[config.mk]
export PLATFORM = sky130hd
export DESIGN_NAME = mult_share_arb
export DESIGN_NICKNAME = d
export VERILOG_FILES = /design/src/rtl/mult_share_arb.sv
export SDC_FILE = /design/constraint.sdc
export NUM_CORES = 1
export LEC_CHECK = 0
export CAP_MARGIN = 20
export CORE_AREA = 5 5 178 180
export DETAILED_ROUTE_END_ITERATION = 7
export DIE_AREA = 0 0 183 185
export GPL_ROUTABILITY_DRIVEN = 0
export PLACE_DENSITY_LB_ADDON = 0.3
export SLEW_MARGIN = 10
export SYNTH_ARGS = -nofsm -noshare
export SYNTH_HDL_FRONTEND = slang
export SYNTH_SLANG_ARGS = --single-unit
[constraint.sdc]
create_clock -name clk -period 2.2 [get_ports clk]
set_input_delay 0.44 -clock clk [delete_from_list [all_inputs] [get_ports clk]]
set_output_delay 0.44 -clock clk [all_outputs]
set_load 0.005 [all_outputs]
[src/rtl/mult_share_arb.sv]
// Round-robin sharing of one combinational 32x32 multiplier between N_REQ requesters,
// with registers on both sides of the multiplier and one operation in flight at a time.
module mult_share_arb #(
  parameter int N_REQ = 4,
  parameter int ID_W  = 2
) (
  input  logic                clk,
  input  logic                rst,
  input  logic [N_REQ-1:0]    req_valid,
  output logic [N_REQ-1:0]    req_ready,
  input  logic [N_REQ*32-1:0] req_mplier,
  input  logic [N_REQ*32-1:0] req_mcand,
  output logic                resp_valid,
  input  logic                resp_ready,
  output logic [ID_W-1:0]     resp_id,
  output logic [63:0]         resp_product,
  output logic [31:0]         mul_mplier,
  output logic [31:0]         mul_mcand,
  input  logic [63:0]         mul_product
);

  typedef enum logic [1:0] {IDLE, CALC, DONE} state_e;

  state_e          state_q;
  logic [ID_W-1:0] ptr_q;
  logic [ID_W-1:0] respId_q;
  logic [63:0]     respProduct_q;
  logic [31:0]     mulMplier_q;
  logic [31:0]     mulMcand_q;

  logic             grantFound;
  logic [ID_W-1:0]  grantIdx;
  logic [N_REQ-1:0] grantOneHot;
  logic [31:0]      selMplier;
  logic [31:0]      selMcand;

  // Two passes give the order ptr+1 .. N_REQ-1, then 0 .. ptr, which also skips
  // indices that do not exist when N_REQ is not a power of two.
  always_comb begin
    grantFound  = 1'b0;
    grantIdx    = '0;
    grantOneHot = '0;
    selMplier   = '0;
    selMcand    = '0;
    for (int j = 0; j < N_REQ; j++) begin
      if (!grantFound && req_valid[j] && (ID_W'(j) > ptr_q)) begin
        grantFound     = 1'b1;
        grantIdx       = ID_W'(j);
        grantOneHot[j] = 1'b1;
        selMplier      = req_mplier[32*j +: 32];
        selMcand       = req_mcand[32*j +: 32];
      end
    end
    for (int j = 0; j < N_REQ; j++) begin
      if (!grantFound && req_valid[j] && (ID_W'(j) <= ptr_q)) begin
        grantFound     = 1'b1;
        grantIdx       = ID_W'(j);
        grantOneHot[j] = 1'b1;
        selMplier      = req_mplier[32*j +: 32];
        selMcand       = req_mcand[32*j +: 32];
      end
    end
  end

  assign req_ready    = (!rst && state_q == IDLE) ? grantOneHot : '0;
  assign resp_valid   = (state_q == DONE);
  assign resp_id      = respId_q;
  assign resp_product = respProduct_q;
  assign mul_mplier   = mulMplier_q;
  assign mul_mcand    = mulMcand_q;

  always_ff @(posedge clk) begin
    if (rst) begin
      state_q       <= IDLE;
      ptr_q         <= ID_W'(N_REQ - 1);
      respId_q      <= '0;
      respProduct_q <= '0;
      mulMplier_q   <= '0;
      mulMcand_q    <= '0;
    end else begin
      case (state_q)
        IDLE: begin
          if (grantFound) begin
            mulMplier_q <= selMplier;
            mulMcand_q  <= selMcand;
            respId_q    <= grantIdx;
            ptr_q       <= grantIdx;
            state_q     <= CALC;
          end
        end
        // The multiplier has had a full cycle to settle on registered operands.
        CALC: begin
          respProduct_q <= mul_product;
          state_q       <= DONE;
        end
        DONE: begin
          if (resp_ready) state_q <= IDLE;
        end
        default: state_q <= IDLE;
      endcase
    end
  end

endmodule

; Word-level counts from Yosys, hierarchy flattened
; Index checks and enable logic that the tools add are counted.
[op_classes]
add_sub_neg = 0
mul = 0
div_mod_pow = 0
n_lt_le_gt_ge = 8
eq_ne = 4
shift = 0
muxes = 42
n_bitwise = 0
reduce_logical = 27
[ops]
columns = operator, count
row1 = $mux W32, 16
row2 = $logic_and A1 B1 Y1, 16
row3 = $mux W1, 16
row4 = $mux W2, 8
row5 = $logic_not A1 Y1, 8
row6 = $pmux W2 S3, 1
row7 = $gt A1 B2 Y1 const A, 2
row8 = $gt A2 B2 Y1 const A, 2
row9 = $le A1 B2 Y1 const A, 2
row10 = $le A2 B2 Y1 const A, 2
row11 = $mux W4, 1
row12 = $reduce_and A2 Y1, 2
row13 = $eq A2 B1 Y1 const B, 1
row14 = $eq A2 B2 Y1 const B, 1
row15 = $logic_not A2 Y1, 1
row16 = $ne A2 B1 Y1 const B, 1
row17 = $ne A2 B2 Y1 const B, 1
[totals]
regBits = 134
latchBits = 0
ram_bits = 0
rom_bits = 0
input_bits = 327
output_inout_bits = 135
elab_cells = 87
mem_count = 0

; Depth between registers and ports, before layout
; Gate-level depths: netlist of the first run.
[logic_depth]
ltp_word = 33
ltp_mapped = 9
mapped_depth_nobuf = 5

; Worst setup path before layout of the first run
; No wires, ideal clock.
[synth_timing]
kind = input-to-output
from = input port req_valid[2]
to = output port req_ready[0]
t_arrival_ns = 1.636
required_ns = 1.760
slack_ns = 0.124
path_stages = 7
path_buffers = 4
path_cell_list = buf_4 -> nor2_2 -> o221a_2 -> buf_2 -> buf_2 -> buf_2 -> and2_1
[synth_via]
elab_chain_cells = 12
[synth_lines]
columns = item, line_no
row1 = from (decl), 9  ; input logic [N_REQ-1:0] req_valid,
row2 = $logic_and A1 B1 Y1 (*) (2 in a row), 46  ; if (!grantFound && req_valid[j] && (ID_W'(j) > ptr_q)) begin
row3 = $mux W1 (*), 46
row4 = $logic_not A1 Y1, 46
row5 = $logic_and A1 B1 Y1 (2 in a row), 46
row6 = $mux W1 (*), 46
row7 = $logic_not A1 Y1 (*), 55  ; if (!grantFound && req_valid[j] && (ID_W'(j) <= ptr_q)) begin
row8 = $logic_and A1 B1 Y1 (*) (2 in a row), 55
row9 = $mux W1 (*), 55
row10 = $mux W4 (*), 65  ; assign req_ready = (!rst && state_q == IDLE) ? grantOneHot : '0;
row11 = to (decl), 10  ; output logic [N_REQ-1:0] req_ready,
; Every way passes the cells marked *; elsewhere a longest branch is shown, timed or not.

; Worst setup path in the final report of the first run
[layout_timing]
from = register ptr_q[1]
to = output port req_ready[0]
[layout_via]
elab_chain_cells = 20
word_cells_on_any_way = 24
classes_between = order compare (5) / mux (6) / reduce/logical (13)
[layout_lines]
columns = item, line_no
row1 = from (decl), 25  ; logic [ID_W-1:0] ptr_q;
row2 = from (signal assigned), 75  ; ptr_q <= ID_W'(N_REQ - 1);
row3 = from (signal assigned), 87  ; ptr_q <= grantIdx;
row4 = $gt A1 B2 Y1, 46
row5 = $logic_and A1 B1 Y1, 46
row6 = $mux W1, 46
row7 = $logic_not A1 Y1, 46
row8 = $logic_and A1 B1 Y1 (2 in a row), 46
row9 = $mux W1, 46
row10 = $logic_not A1 Y1, 46
row11 = $logic_and A1 B1 Y1 (2 in a row), 46
row12 = $mux W1, 46
row13 = $logic_not A1 Y1, 46
row14 = $logic_and A1 B1 Y1 (2 in a row), 46
row15 = $mux W1, 46
row16 = $logic_not A1 Y1, 55
row17 = $logic_and A1 B1 Y1 (2 in a row), 55
row18 = $mux W1 (*), 55
row19 = $mux W4 (*), 65
; Marked as above.

==> impl_metrics.toml, run 1 <==
[route]
wl_um = 44400
detail_route.vias_per_cell = 5.61
drtAntennaViolNets = 0
firstDrtPassIters = 7
drtIter0Drc = 936
drc_errors = 2
vias = 11300
wl_per_cell_um = 22.1

[finish]
fin_nets = 1922
stdcell_area_um2 = 14900
final-instance-count-excl-fill = 2006
multi_input_area_um2 = 5410
drive_gt1_share_pct = 13.1
utilization_pct = 49.7
area_delta_synth_final_pct = 71.3
fillCellCount = 2904
regArea_um2 = 2690

[place]
dpl_cell_area_um2 = 14200
dpl.hpwl_um = 31500
placed_cells = 1964
port-buffer-count = 461
dp_slack_ns = -0.568

[yosys]
synth_cell_type_count = 52
syn_area_um2 = 8710
synthCells = 1147
ys_seq_area_share_pct = 30.8
yosys_warnings = 0
synth.avg_cell_area_um2 = 7.59
synth_edf_count = 0
synth-main-ff-cell = "dfxtp_1"
synth-seq-cells = 134
syn-num-nets = 1474
async_flop_share_pct = 0

[floorplanning]
start_util_pct = 29.0
coreArea_um2 = 30000
rows = 64
die_x_um = 183
die_h_um = 185
ios = 462
die_area_um2 = 33900

[pwr]
total_power_mw = 10.1
ir_drop_v = 0.000514
power_frac_seq_pct = 29.2
pwr-share-comb_pct = 38.6
clkPwrFrac_pct = 32.2
power.internal_mw = 6.72
switchingPower_mw = 3.34
power.density_nw_per_um2 = 674
p_leak_nw = 5.62
p_sw_share_pct = 33.2

[timing]
rsz0062_at_grt = "yes"
worst_pin_slew_ns = 0.841
hold_ws_ns = 0.455
tns_ns = 0
setup_viol = 0
slew_violations = 0
fmax_mhz = 462
finalHoldViolations = 0
finalCritPeriodShare_pct = 98.3
fin_skew_ns = 0.0172
post-route-min-period_ns = 2.16
fin_ws_ns = 0.0374
relSlewSlack_pct = 43.9

[run_status]
violations = "DRC"
outcome = "finished with violations"

[global_routing]
grt_pass1_wl_um = 66100
grt_start_max_net_pins = 78
grt_usage_pct = 24.5
antenna_found_initial = 3
grt_pass1_vias = 11600
overflow = 0

[worst_setup_path]
arrival_ns = 1.72
end_kind = "primary output"
startpoint_type = "flip-flop"
critPathKind = "flip-flop to primary output"
cp.required_ns = 1.76
worstPathMaxFanout = 5

[clock_tree]
cts_tree = "done"
cts_sinks = 134
clk_latency_ns = 0.44
cts_max_level = 4
root_buffer = "clkbuf_16"
clock_path_buffers = 2
clkTransAtPathRegs_ns = 0.06
cts_buffers = 17

[worst_hold_path]
hp-class = "flip-flop to flip-flop"

[run]
maxCapViolCount = 0
-- state kept, by name, summed over array words and instances (netlist names) --
register      count
mul_mplier       32
ptr_q             2
mul_mcand        32
resp_product     64
state_q           2
resp_id           2
-- power groups by stage --
stage               clock network [mW]  logic, mW  registers [mW]
floorplan                            0       1.69            2.97
global placement                     0       3.76            2.99
detailed placement                   0       3.81            2.99
CTS                               3.30       3.84            2.94
global route                      3.39       4.14            2.97
finish                            3.24       3.88            2.94
-- final cells by class --
| class | count | share of cell area, % |
|---|---|---|
| clock inverter | 15 | 1.45 |
| sequential | 134 | 18.0 |
| antenna | 2 | 0.0336 |
| multi-input combinational | 868 | 36.3 |
| timing repair buffer | 557 | 37.6 |
| clock buffer | 17 | 2.85 |
| inverter | 17 | 0.428 |
| tap | 396 | 3.32 |
-- metal layers --
metal	GRT usage, %	vias up	share of wire, %
met2	41.3	706	48
met4	9.86	2	3.1
met5	0	-	0.029
li1	-	5187	-
met3	6.54	93	9.4
met1	29.8	5266	39
-- kinds of logic (layout without fill, tap and decap cells) --
kind of cell | count (synthesis) | in the layout | share of synthesized area (%)
other | 0 | 2 | 0
AO/OA/AOI/OAI | 506 | 506 | 41.5
buffers and inverters | 145 | 606 | 7.70
multiplexers | 16 | 16 | 2.06
flip-flops | 134 | 134 | 30.8
AND/OR/NAND/NOR | 346 | 346 | 18.0
-- placed cells by master, fill, tap and decap left out, drive strengths merged, types with 17 or more instances in the layout --
master / n
clkdlybuf4s50: 452
nand2: 223
a21oi: 157
dfxtp: 134
buf: 100
nand3: 49
a211oi: 46
a221oi: 43
o21ai: 34
a31oi: 32
o22ai: 31
a21o: 30
o31ai: 29
nor2: 23
inv: 23
o221ai: 22
nor3: 20
clkbuf: 18
a21boi: 17
-- path summary, 6_finish.rpt --
check	end	cells past startpoint	slack, ns	startpoint
setup / recovery	req_ready[0]	5	0.04	ptr_q[1]
hold / removal	resp_product[44]	2	0.46	resp_product[44]
setup reg to reg	mul_mcand[21]	9	0.10	ptr_q[1]
hold reg to reg	resp_product[44]	2	0.46	resp_product[44]
-- worst max-delay path: stages (launching register included) --
cell,delay (ns)
dfxtp_4,0.34
buf_6,0.13
buf_4,0.15
o221a_2,0.30
and2_4,0.17
clkdlybuf4s15_1,0.21
-- timing repair --
item,4_1_cts,5_1_grt
hold buffers,0,0
endpoints found under the hold margin,0,0
pin swaps,0,3
setup buffers,2,6
setup endpoints to repair,41,4
resized for setup,21,6
-- synthesized netlist by cell type (7+ instances only) --
library cell,instances,area (um^2)
nor2_1,21,78.8
o22ai_1,31,194
mux2_2,15,169
a221o_1,15,150
a31oi_1,32,200
clkbuf_1,65,244
inv_1,17,63.8
a21boi_0,9,67.6
buf_4,12,90.1
and3_1,7,43.8
nand3_1,49,245
dfxtp_1,134,2680
a221oi_1,15,131
nand2_1,223,837
o21ba_1,15,150
buf_1,16,60.1
o21ai_0,33,165
a211oi_1,46,345
buf_2,29,145
a211o_1,15,131
o221ai_1,22,193
a221oi_2,28,420
a21o_1,30,225
a22oi_1,11,82.6
nor3_1,10,50.1
o31ai_1,29,218
a21boi_1,8,60.1
a21oi_1,157,786
nor3_2,10,100
Power figures use the tool's default switching activity.
==> inputs of run 2 (changes only) <==
Settings changed: PLACE_DENSITY from default to 0.71, PLACE_DENSITY_LB_ADDON 0.3 to default.
==> impl_metrics.toml, run 2 (same netlist as run 1, synthesis figures left out) <==
[timing]
relSlewSlack_pct = 41.8
finalHoldViolations = 0
rsz0062_at_grt = "no"
fin_skew_ns = 0.0160
fmax_mhz = 474
post-route-min-period_ns = 2.11
setup_viol = 0
tns_ns = 0
finalCritPeriodShare_pct = 95.8
fin_ws_ns = 0.0916
hold_ws_ns = 0.456
worst_pin_slew_ns = 0.873
slew_violations = 0

[global_routing]
grt_pass1_wl_um = 65800
grt_start_max_net_pins = 79
overflow = 0
grt_usage_pct = 24.4
grt_pass1_vias = 11600
antenna_found_initial = 4

[pwr]
total_power_mw = 9.65
power.internal_mw = 6.29
power_frac_seq_pct = 30.5
pwr-share-comb_pct = 40.5
power.density_nw_per_um2 = 650
ir_drop_v = 0.000447
p_sw_share_pct = 34.8
switchingPower_mw = 3.36
clkPwrFrac_pct = 29.0
p_leak_nw = 5.58

[finish]
utilization_pct = 49.4
area_delta_synth_final_pct = 70.4
stdcell_area_um2 = 14800
final_common_cell = "clkdlybuf4s50_1"
largest_reg_flops = 64
drive_gt1_share_pct = 13.6
fin_nets = 1924
final-instance-count-excl-fill = 2008
final_cell_mix = "clkdlybuf4s50_1, nand2_1, a21oi_1, dfxtp_1, buf_4"

[worst_setup_path]
max_stage_delay_ns = 0.40
r2r_cells = 7
crit_family = "simple AND/OR/NAND/NOR gates"
cp_slowest_cell = "dfxtp_4"
startpoint_type = "flip-flop"
crit_chain = "or3b_4 > o22ai_2 > and3_1 > buf_2"
critPathBufInv = 1
arrival_ns = 1.67
setup.reg_to_reg.worst_slack_ns = 0.19
r2r_start = "ptr_q[0]"
critPathKind = "flip-flop to primary output"
worstPathMaxFanout = 7
end_kind = "primary output"
cp.required_ns = 1.76
reg2reg_to = "mul_mcand[17]"

[route]
detail_route.vias_per_cell = 5.69
drtAntennaViolNets = 0
vias = 11400
wl_um = 44200
wl_per_cell_um = 22.0
firstDrtPassIters = 5
drtIter0Drc = 895
drc_errors = 0

[place]
dpl.hpwl_um = 31600
placed_cells = 1970
dpl_cell_area_um2 = 14200
port-buffer-count = 461
dp_slack_ns = -0.469

[floorplanning]
die_area_um2 = 33900
coreArea_um2 = 30000
die_x_um = 183
start_util_pct = 29.0
ios = 462
rows = 64
die_h_um = 185

[clock_tree]
clock_path_buffers = 2
root_buffer = "clkbuf_16"
cts_buffers = 17
cts_sinks = 134
clkTransAtPathRegs_ns = 0.06
cts_tree = "done"
clk_latency_ns = 0.43
cts_max_level = 4

[run]
maxCapViolCount = 0

[worst_hold_path]
hp-class = "flip-flop to flip-flop"
hold_path_end = "resp_product[41]"
min_path_cells = 2
min_from = "resp_product[41]"

[run_status]
outcome = "complete, no violations"
==> run 2: cell types whose count changed in the layout (fill, tap and decap cells not counted), moves of 2 or more <==
cell             previous run  this run
a2111oi_0                   0         2
a2111oi_1                   2         0
buf_12                     23        19
buf_4                      71        77
bufinv_16                   4         0
clkdlybuf4s15_1             2         0
clkinvlp_4                  0         2
inv_6                       3         5
nor2b_1                     3         1
==> run 2: worst max path at each step <==
stage / start / to / slack, ns / cells past startpoint
2_1_floorplan: req_valid[2] / req_ready[0] / 0.12 / 7
3_3_place_gp: req_valid[1] / req_ready[1] / -0.45 / 7
3_5_place_dp: req_valid[1] / mul_mplier[14] / -0.47 / 10
4_1_cts: ptr_q[1] / req_ready[2] / -0.03 / 4
5_1_grt: ptr_q[1] / mul_mcand[8] / 0.003 / 8
6_report: ptr_q[1] / req_ready[2] / 0.09 / 4
==> run 2: layer usage <==
layer | vias up | GRT usage (%) | share of wire (%)
li1 | 5199 | - | -
met1 | 5343 | 29.2 | 38
met2 | 744 | 40.7 | 47
met3 | 134 | 6.89 | 11
met4 | 4 | 11.4 | 4.6
met5 | - | 0 | 0.061
==> run 2: tightest hold or removal path: stages (launching register included) <==
cell and delay [ns]:
dfxtp_1 0.31, nand2_1 0.05, a21oi_1 0.05
==> run 2: cell type report <==
| type | instances | area [um^2] |
|---|---|---|
| clock buffer | 17 | 425 |
| multi-input combinational | 868 | 5430 |
| fill | 2830 | 15200 |
| timing repair buffer | 559 | 5590 |
| sequential | 134 | 2690 |
| antenna | 2 | 5.00 |
| tap | 396 | 495 |
| clock inverter | 15 | 133 |
| inverter | 17 | 63.8 |
==> run 2: power groups by stage <==
stage                     logic, mW  registers, mW  clock network (mW)
after floorplan                1.69           2.97                   0
after global placement         3.78           2.98                   0
after detailed placement       3.81           2.99                   0
after CTS                      3.84           2.94                2.86
after global routing           4.17           2.97                2.97
final                          3.91           2.94                2.80
==> run 2: repair_timing <==
action	CTS	global route
buffers inserted	1	3
pin swaps	1	5
cloned	0	1
hold buffers	0	0
endpoints found under the setup margin	24	65
gates resized for setup	22	15
hold endpoints to repair	0	0
